[config.mk]
export PLATFORM = sky130hd
export DESIGN_NAME = msrv32_integer_file
export DESIGN_NICKNAME = d
export VERILOG_FILES = /design/src/rtl/msrv32_pkg.sv /design/src/rtl/msrv32_integer_file.sv
export SDC_FILE = /design/constraint.sdc
export NUM_CORES = 2
export LEC_CHECK = 0
export BUFFER_PORTS_ARGS = -buffer_cell sky130_fd_sc_hd__buf_2
export CAP_MARGIN = 20
export CORE_MARGIN = 4
export CORE_UTILIZATION = 40
export CTS_BUF_LIST = sky130_fd_sc_hd__clkbuf_2 sky130_fd_sc_hd__clkbuf_4 sky130_fd_sc_hd__clkbuf_8
export CTS_CLUSTER_DIAMETER = 100
export DETAILED_ROUTE_END_ITERATION = 8
export PLACE_DENSITY = 0.68
export SLEW_MARGIN = 0
export SYNTH_ARGS = -nofsm -noshare
export SYNTH_HDL_FRONTEND = slang
export SYNTH_SLANG_ARGS = --single-unit
[constraint.sdc]
create_clock -name ms_risc32_mp_clk_in -period 1.65 [get_ports ms_risc32_mp_clk_in]
set_input_delay 0.0825 -clock ms_risc32_mp_clk_in [delete_from_list [all_inputs] [get_ports ms_risc32_mp_clk_in]]
set_output_delay 0.0825 -clock ms_risc32_mp_clk_in [all_outputs]
set_load 0.05 [all_outputs]
[src/rtl/msrv32_pkg.sv]
// Shared msrv32 definitions: architectural width, register index width,
// the register index/data types and the index of the hardwired-zero register.
package msrv32_pkg;

  localparam int XLEN       = 32;
  localparam int REG_ADDR_W = 5;

  typedef logic [REG_ADDR_W-1:0] reg_addr_t;
  typedef logic [XLEN-1:0]       xlen_t;

  localparam reg_addr_t REG_ZERO = 5'd0;

endpackage

[src/rtl/msrv32_integer_file.sv]
// RV32I integer register file: x1..x31 are flops with asynchronous
// active-low clear, x0 is a constant zero. Two combinational read ports,
// one synchronous write port.
// Build option: MSRV32_INTEGER_FILE_BYPASS_EN adds write-to-read forwarding
// so a read of the register being written returns rd_in in the same cycle.
import msrv32_pkg::*;

module msrv32_integer_file #(
  parameter int DATA_WIDTH = XLEN,
  parameter int ADDR_WIDTH = REG_ADDR_W
) (
  input  logic                  ms_risc32_mp_clk_in,
  input  logic                  ms_risc32_mp_rst_in,
  input  logic [ADDR_WIDTH-1:0] rs_1_addr_in,
  input  logic [ADDR_WIDTH-1:0] rs_2_addr_in,
  input  logic [ADDR_WIDTH-1:0] rd_addr_in,
  input  logic [DATA_WIDTH-1:0] rd_in,
  input  logic                  wr_en_in,
  output logic [DATA_WIDTH-1:0] rs_1_out,
  output logic [DATA_WIDTH-1:0] rs_2_out
);

  localparam int NREG = 2 ** ADDR_WIDTH;

  // Flattened view of all registers for the read muxes; entry 0 is x0.
  logic [NREG-1:0][DATA_WIDTH-1:0] rf_flat;
  logic [DATA_WIDTH-1:0]           rd_1_raw;
  logic [DATA_WIDTH-1:0]           rd_2_raw;

  assign rf_flat[0] = '0;

  genvar gi;
  generate
    for (gi = 1; gi < NREG; gi++) begin : g_reg
      logic [DATA_WIDTH-1:0] reg_q;
      logic [DATA_WIDTH-1:0] reg_d;
      logic                  wr_sel;

      assign wr_sel = wr_en_in && (rd_addr_in == ADDR_WIDTH'(gi));

      // Next state: take write data when this register is the write target.
      always_comb begin
        reg_d = reg_q;
        if (wr_sel) begin
          reg_d = rd_in;
        end
      end

      // Register storage; reset clears it at once, overriding any write.
      always_ff @(posedge ms_risc32_mp_clk_in or negedge ms_risc32_mp_rst_in) begin
        if (!ms_risc32_mp_rst_in) begin
          reg_q <= '0;
        end else begin
          reg_q <= reg_d;
        end
      end

      assign rf_flat[gi] = reg_q;
    end
  endgenerate

`ifdef MSRV32_INTEGER_FILE_BYPASS_EN
  logic wr_live;
  assign wr_live = wr_en_in && (rd_addr_in != REG_ZERO[ADDR_WIDTH-1:0]);

  // Forward the in-flight write to any port reading the same register.
  always_comb begin
    rd_1_raw = rf_flat[rs_1_addr_in];
    rd_2_raw = rf_flat[rs_2_addr_in];
    if (wr_live && (rs_1_addr_in == rd_addr_in)) begin
      rd_1_raw = rd_in;
    end
    if (wr_live && (rs_2_addr_in == rd_addr_in)) begin
      rd_2_raw = rd_in;
    end
  end
`else
  // Plain read: reflect stored register contents only.
  always_comb begin
    rd_1_raw = rf_flat[rs_1_addr_in];
    rd_2_raw = rf_flat[rs_2_addr_in];
  end
`endif

  // Reset forces both read ports to zero, including any forwarded value.
  always_comb begin
    rs_1_out = '0;
    rs_2_out = '0;
    if (ms_risc32_mp_rst_in) begin
      rs_1_out = rd_1_raw;
      rs_2_out = rd_2_raw;
    end
  end

endmodule

# After elaboration in Yosys (flattened, before gate mapping)
# Index checks and enable logic that the tools add are counted.
# op_classes
magnitude_cmp	2
eq_ne	31
mux	6
reduce_logical	31
# op_table
cell	count
32-bit binary-select mux with 5-bit select	2
32-bit two-way mux	4
5-bit == test (second input constant)	16
5-bit by 4-bit == test with 1-bit output (second input constant)	8
1-bit logical AND	31
5-bit by 3-bit == test with 1-bit output (second input constant)	4
5-bit by 6-bit less-than comparator with 1-bit output (second input constant)	2
5-bit by 2-bit == test with 1-bit output (second input constant)	2
5-bit by 1-bit == test with 1-bit output (second input constant)	1
# word_totals
reg_bits	992
in_bits	50
out_inout_bits	64
word_cells	101

# Depth between registers and ports, before layout
# logic_depth
depth_word	3
mapped_depth	9
mapped_depth_nobuf	4

# Least setup slack after synthesis
# No wires, ideal clock.
# synth_path
path_type	input to output
startpoint	input rs_2_addr_in[3]
endpoint	output rs_2_out[12]
arrival_time_ns	3.536
n_path_buf	3
path_stages	7
t_required_ns	1.567
slack_ns	-1.968
path_cell_list	buf_2 and2_1 clkbuf_1 clkbuf_1 a221oi_1 a221oi_1 a2111oi_0
# synth_via
elab_chain_cells	3
# synth_lines
item	line_no	text
from (decl)	msrv32_integer_file.sv:15	input logic [ADDR_WIDTH-1:0] rs_2_addr_in,
32-bit binary-select mux with 5-bit select	msrv32_integer_file.sv:81	rd_2_raw = rf_flat[rs_2_addr_in];
32-bit two-way mux (not written as such)	msrv32_integer_file.sv:81	
32-bit two-way mux	msrv32_integer_file.sv:89	if (ms_risc32_mp_rst_in) begin
to (decl)	msrv32_integer_file.sv:20	output logic [DATA_WIDTH-1:0] rs_2_out
# No other way between the ends. The select of a mux whose other input is x is not followed.

# Worst setup path in the final report
# layout_path
startpoint	register g_reg[4].reg_q[13]
endpoint	output rs_2_out[13]
# layout_via
elab_chain_cells	3
# layout_lines
item	line_no	text
from (decl)	msrv32_integer_file.sv:35	logic [DATA_WIDTH-1:0] reg_q;
from (signal assigned)	msrv32_integer_file.sv:54	reg_q <= reg_d;
32-bit binary-select mux with 5-bit select	msrv32_integer_file.sv:81	
32-bit two-way mux (not written as such)	msrv32_integer_file.sv:81	
32-bit two-way mux	msrv32_integer_file.sv:89	
# No other way between the ends. The select of a mux whose other input is x is not followed.

==> key figures <==
Global routing
  • Global-route usage over all layers: 0.2670
  • Wire length of the first global-routing pass: 281.5 mm
  • Initial antenna violation count: 4
  • Largest net degree at the start of global routing: 93
  • Total gr overflow: 0
  • Number of global-route vias before repair: 41.73k

Worst setup path
  • Worst Setup End Kind: output port
  • Worst reg2reg path startpoint: g_reg[15].reg_q[19]$_DFFE_PN0P_
  • R2R Setup Slk: 0.62 ns
  • Startpoint Class: flop
  • FF-to-FF End: g_reg[15].reg_q[19]$_DFFE_PN0P_
  • Crit path arrival time: 2.82 ns
  • Reg2Reg Depth: 3
  • Setup CP Type: reg -> out
  • CP required: 1.57 ns
  • Crit-path max FO: 3

Floorplan
  • Horiz. Die Dim: 374.6 µm
  • Area of the core: 133500 µm²
  • Starting Density: 0.4028
  • # rows: 134
  • Die ar.: 140300 µm²
  • I/O pins: 114
  • Die height: 374.6 µm

Route
  • Routed wire per std cell: 29.14 µm
  • Final ANT Viol Nets: 0
  • First-pass detailed-route iteration total: 6
  • Final wirelength: 189.6 mm
  • Drc violations: 0
  • Initial drt markers: 3590
  • Vias: 39.88k
  • Vias/cell: 6.130

STA
  • Period utilisation layout: 1.757
  • Max Slew Vio Count: 0
  • Worst slew pin tran: 0.8765 ns
  • PnR worst setup slack: -1.249 ns
  • Setup violators final: 64
  • FMAX: 0.3450 GHz
  • Period minus WS final: 2.899 ns
  • Hold_ws: 0.2330 ns
  • Hold Vio Cnt, Final: 0
  • Clock skew: 0 ns
  • RSZ-0062 raised after global routing: yes
  • Slew HR: 0.4157
  • Fin Setup TNS: -64.78 ns

Min path
  • Min-Delay Path Class: in -> async

Cells and area
  • Multi-input gate area: 29120 µm²
  • Register with the most flip-flops: g.reg_q
  • Fin area: 70060 µm²
  • Largest register FFs: 992
  • Layout Nets: 4660
  • Register area: 24820 µm²
  • Share of cells above drive strength 1: 0.6228
  • Finished Layout Cells: 6505
  • Largest regs: g.reg_q (992)
  • Fill count: 11.06k
  • Core Util, Final: 0.5249
  • Layout area overhead: 30.31%

Synthesis
  • Largest family of logic cells by synthesized area: multiplexers
  • Synth top cells by count: mux2_2 (1114), dfrtp_1 (992), mux2i_1 (350)
  • Mux contribution to synthesized area: 0.4089
  • Yosys reg bits: 992
  • Synth Warn #: 0
  • Synthesized area: 53760 µm²
  • Most common cell in the netlist: mux2_2
  • Avg Cell Area, Syn: 13.96 µm²
  • Synth Flop Type: dfrtp_1
  • Yosys cell types: 45
  • Register area share after synthesis: 0.4617
  • Post-synth EDFFs: 0
  • Synth Area in Adders: 0
  • Synth area leader: dfrtp_1
  • Compound-Gate Fraction of Synth Area: 0.07112
  • Async set or reset register ratio after synthesis: 1.000
  • Top cells by area, synth: dfrtp_1 (46%), mux2_2 (23%), mux4_2 (11%)
  • Synth top area share: 0.4617
  • Post-Synth XOR/XNOR Area: 0
  • Simple logic cell fraction of the synthesized area: 0.01983
  • Mapped Nets: 3900
  • Synthesized instance count: 3850

Run status
  • Failing checks: setup timing
  • Outcome: complete, but fails checks

Power and ir drop
  • Peak supply drop: 0.0005105 V
  • Leakage: 31.52 nW
  • Pwr/cell area: 1089 nW/µm²
  • Total power: 76.31 mW

Clock network
  • Clock Path Buffers: 3
  • CTS tree: built
  • Clk_lat worst skew: 0.89 ns
  • CTS Sinks: 992
  • Clock transition at the registers of the reported paths: 0.06 ns
  • Inserted Clock Buffers: 168
  • Root buffer cell: clkbuf_8
  • CTS H-Tree Depth: 4

Place
  • Routability cong.: 0.8819
  • Pre-CTS WS: -0.7683 ns
  • Placed Area: 64620 µm²
  • Dpl hpwl: 126.0 mm
  • I/O Buffers: 113
  • Placed insts: 6143

Flow run
  • Max_cap viols: 0
[cell usage in the layout, fill, tap and decap left out, drive strengths merged, types with 2 or more instances in the layout]
master and instances:
a31oi 2, a21oi 60, mux4 260, nand2b 6, a211oi 62, mux2 1121, nor2b 36, clkinv 22
dlygate4sd3 39, a22oi 30, or3 3, and2 3, a221oi 97, a221o 35, a31o 29, o22ai 34
diode 2, a21o 29, nor4 28, nor2 44, o221ai 58, clkinvlp 7, and3 2, nand4b 3
mux2i 350, nor3b 2, o21ai 2, inv 5, nor3 33, nand2 47, a2111oi 7, o221a 29
nand3 2, clkbuf 263, buf 986, dfrtp 992
[repair_timing]
action,in CTS,in global routing
pin swaps,92,40
setup buffers,31,13
gates cloned,0,0
hold buffers,39,0
hold endpoints to repair,1984,0
endpoints found under the setup margin,64,64
gates resized for setup,220,71
[layout make-up]
class	count	area share
tap	1768	0.03158
timing repair buffer	1025	0.1483
clock buffer	263	0.04685
inverter	3	0.0001965
multi-input combinational	2420	0.4156
antenna	2	0.00007144
sequential	992	0.3543
clock inverter	32	0.003090
[routing by layer]
layer / share of wire / up-vias / track usage
li1: - / 16500 / -
met1: 0.41 / 21090 / 0.3539
met2: 0.47 / 1814 / 0.4258
met3: 0.081 / 468 / 0.06128
met4: 0.044 / 2 / 0.1063
met5: 0.000074 / - / 0
[how the worst max path moves through the flow]
stage                                    startpoint      endpoint  slack [ns]  cells after the start
finish               g_reg[4].reg_q[13]$_DFFE_PN0P_  rs_2_out[13]       -1.25                      6
global route        g_reg[14].reg_q[13]$_DFFE_PN0P_  rs_2_out[13]       -1.30                      6
CTS                  g_reg[4].reg_q[13]$_DFFE_PN0P_  rs_2_out[13]       -1.30                      6
detailed placement                  rs_2_addr_in[1]  rs_2_out[26]       -0.77                      8
global placement                    rs_2_addr_in[1]  rs_2_out[26]       -0.76                      8
floorplan                           rs_2_addr_in[0]  rs_2_out[23]       -0.19                      7
[logic make-up after synthesis]
family          Yosys count
mux                    1731
flops                   992
compound gates          477
buf+inv                 438
simple gates            212
[power breakdown]
group          total (mW)  leakage, nW  internal [mW]  switching, mW
registers            32.6         12.7           29.1           3.44
clock network        23.2         1.86           12.7           10.4
logic                20.6         17.0           12.1           8.42
[worst max-delay path: stages (launching register included)]
cell and delay (ns):
dfrtp_1 0.42, mux4_2 0.46, mux2_4 0.29, a221oi_4 0.36, buf_4 0.18, nor4_4 0.05
buf_6 0.18
No activity file was read; power rests on OpenSTA's default activity.
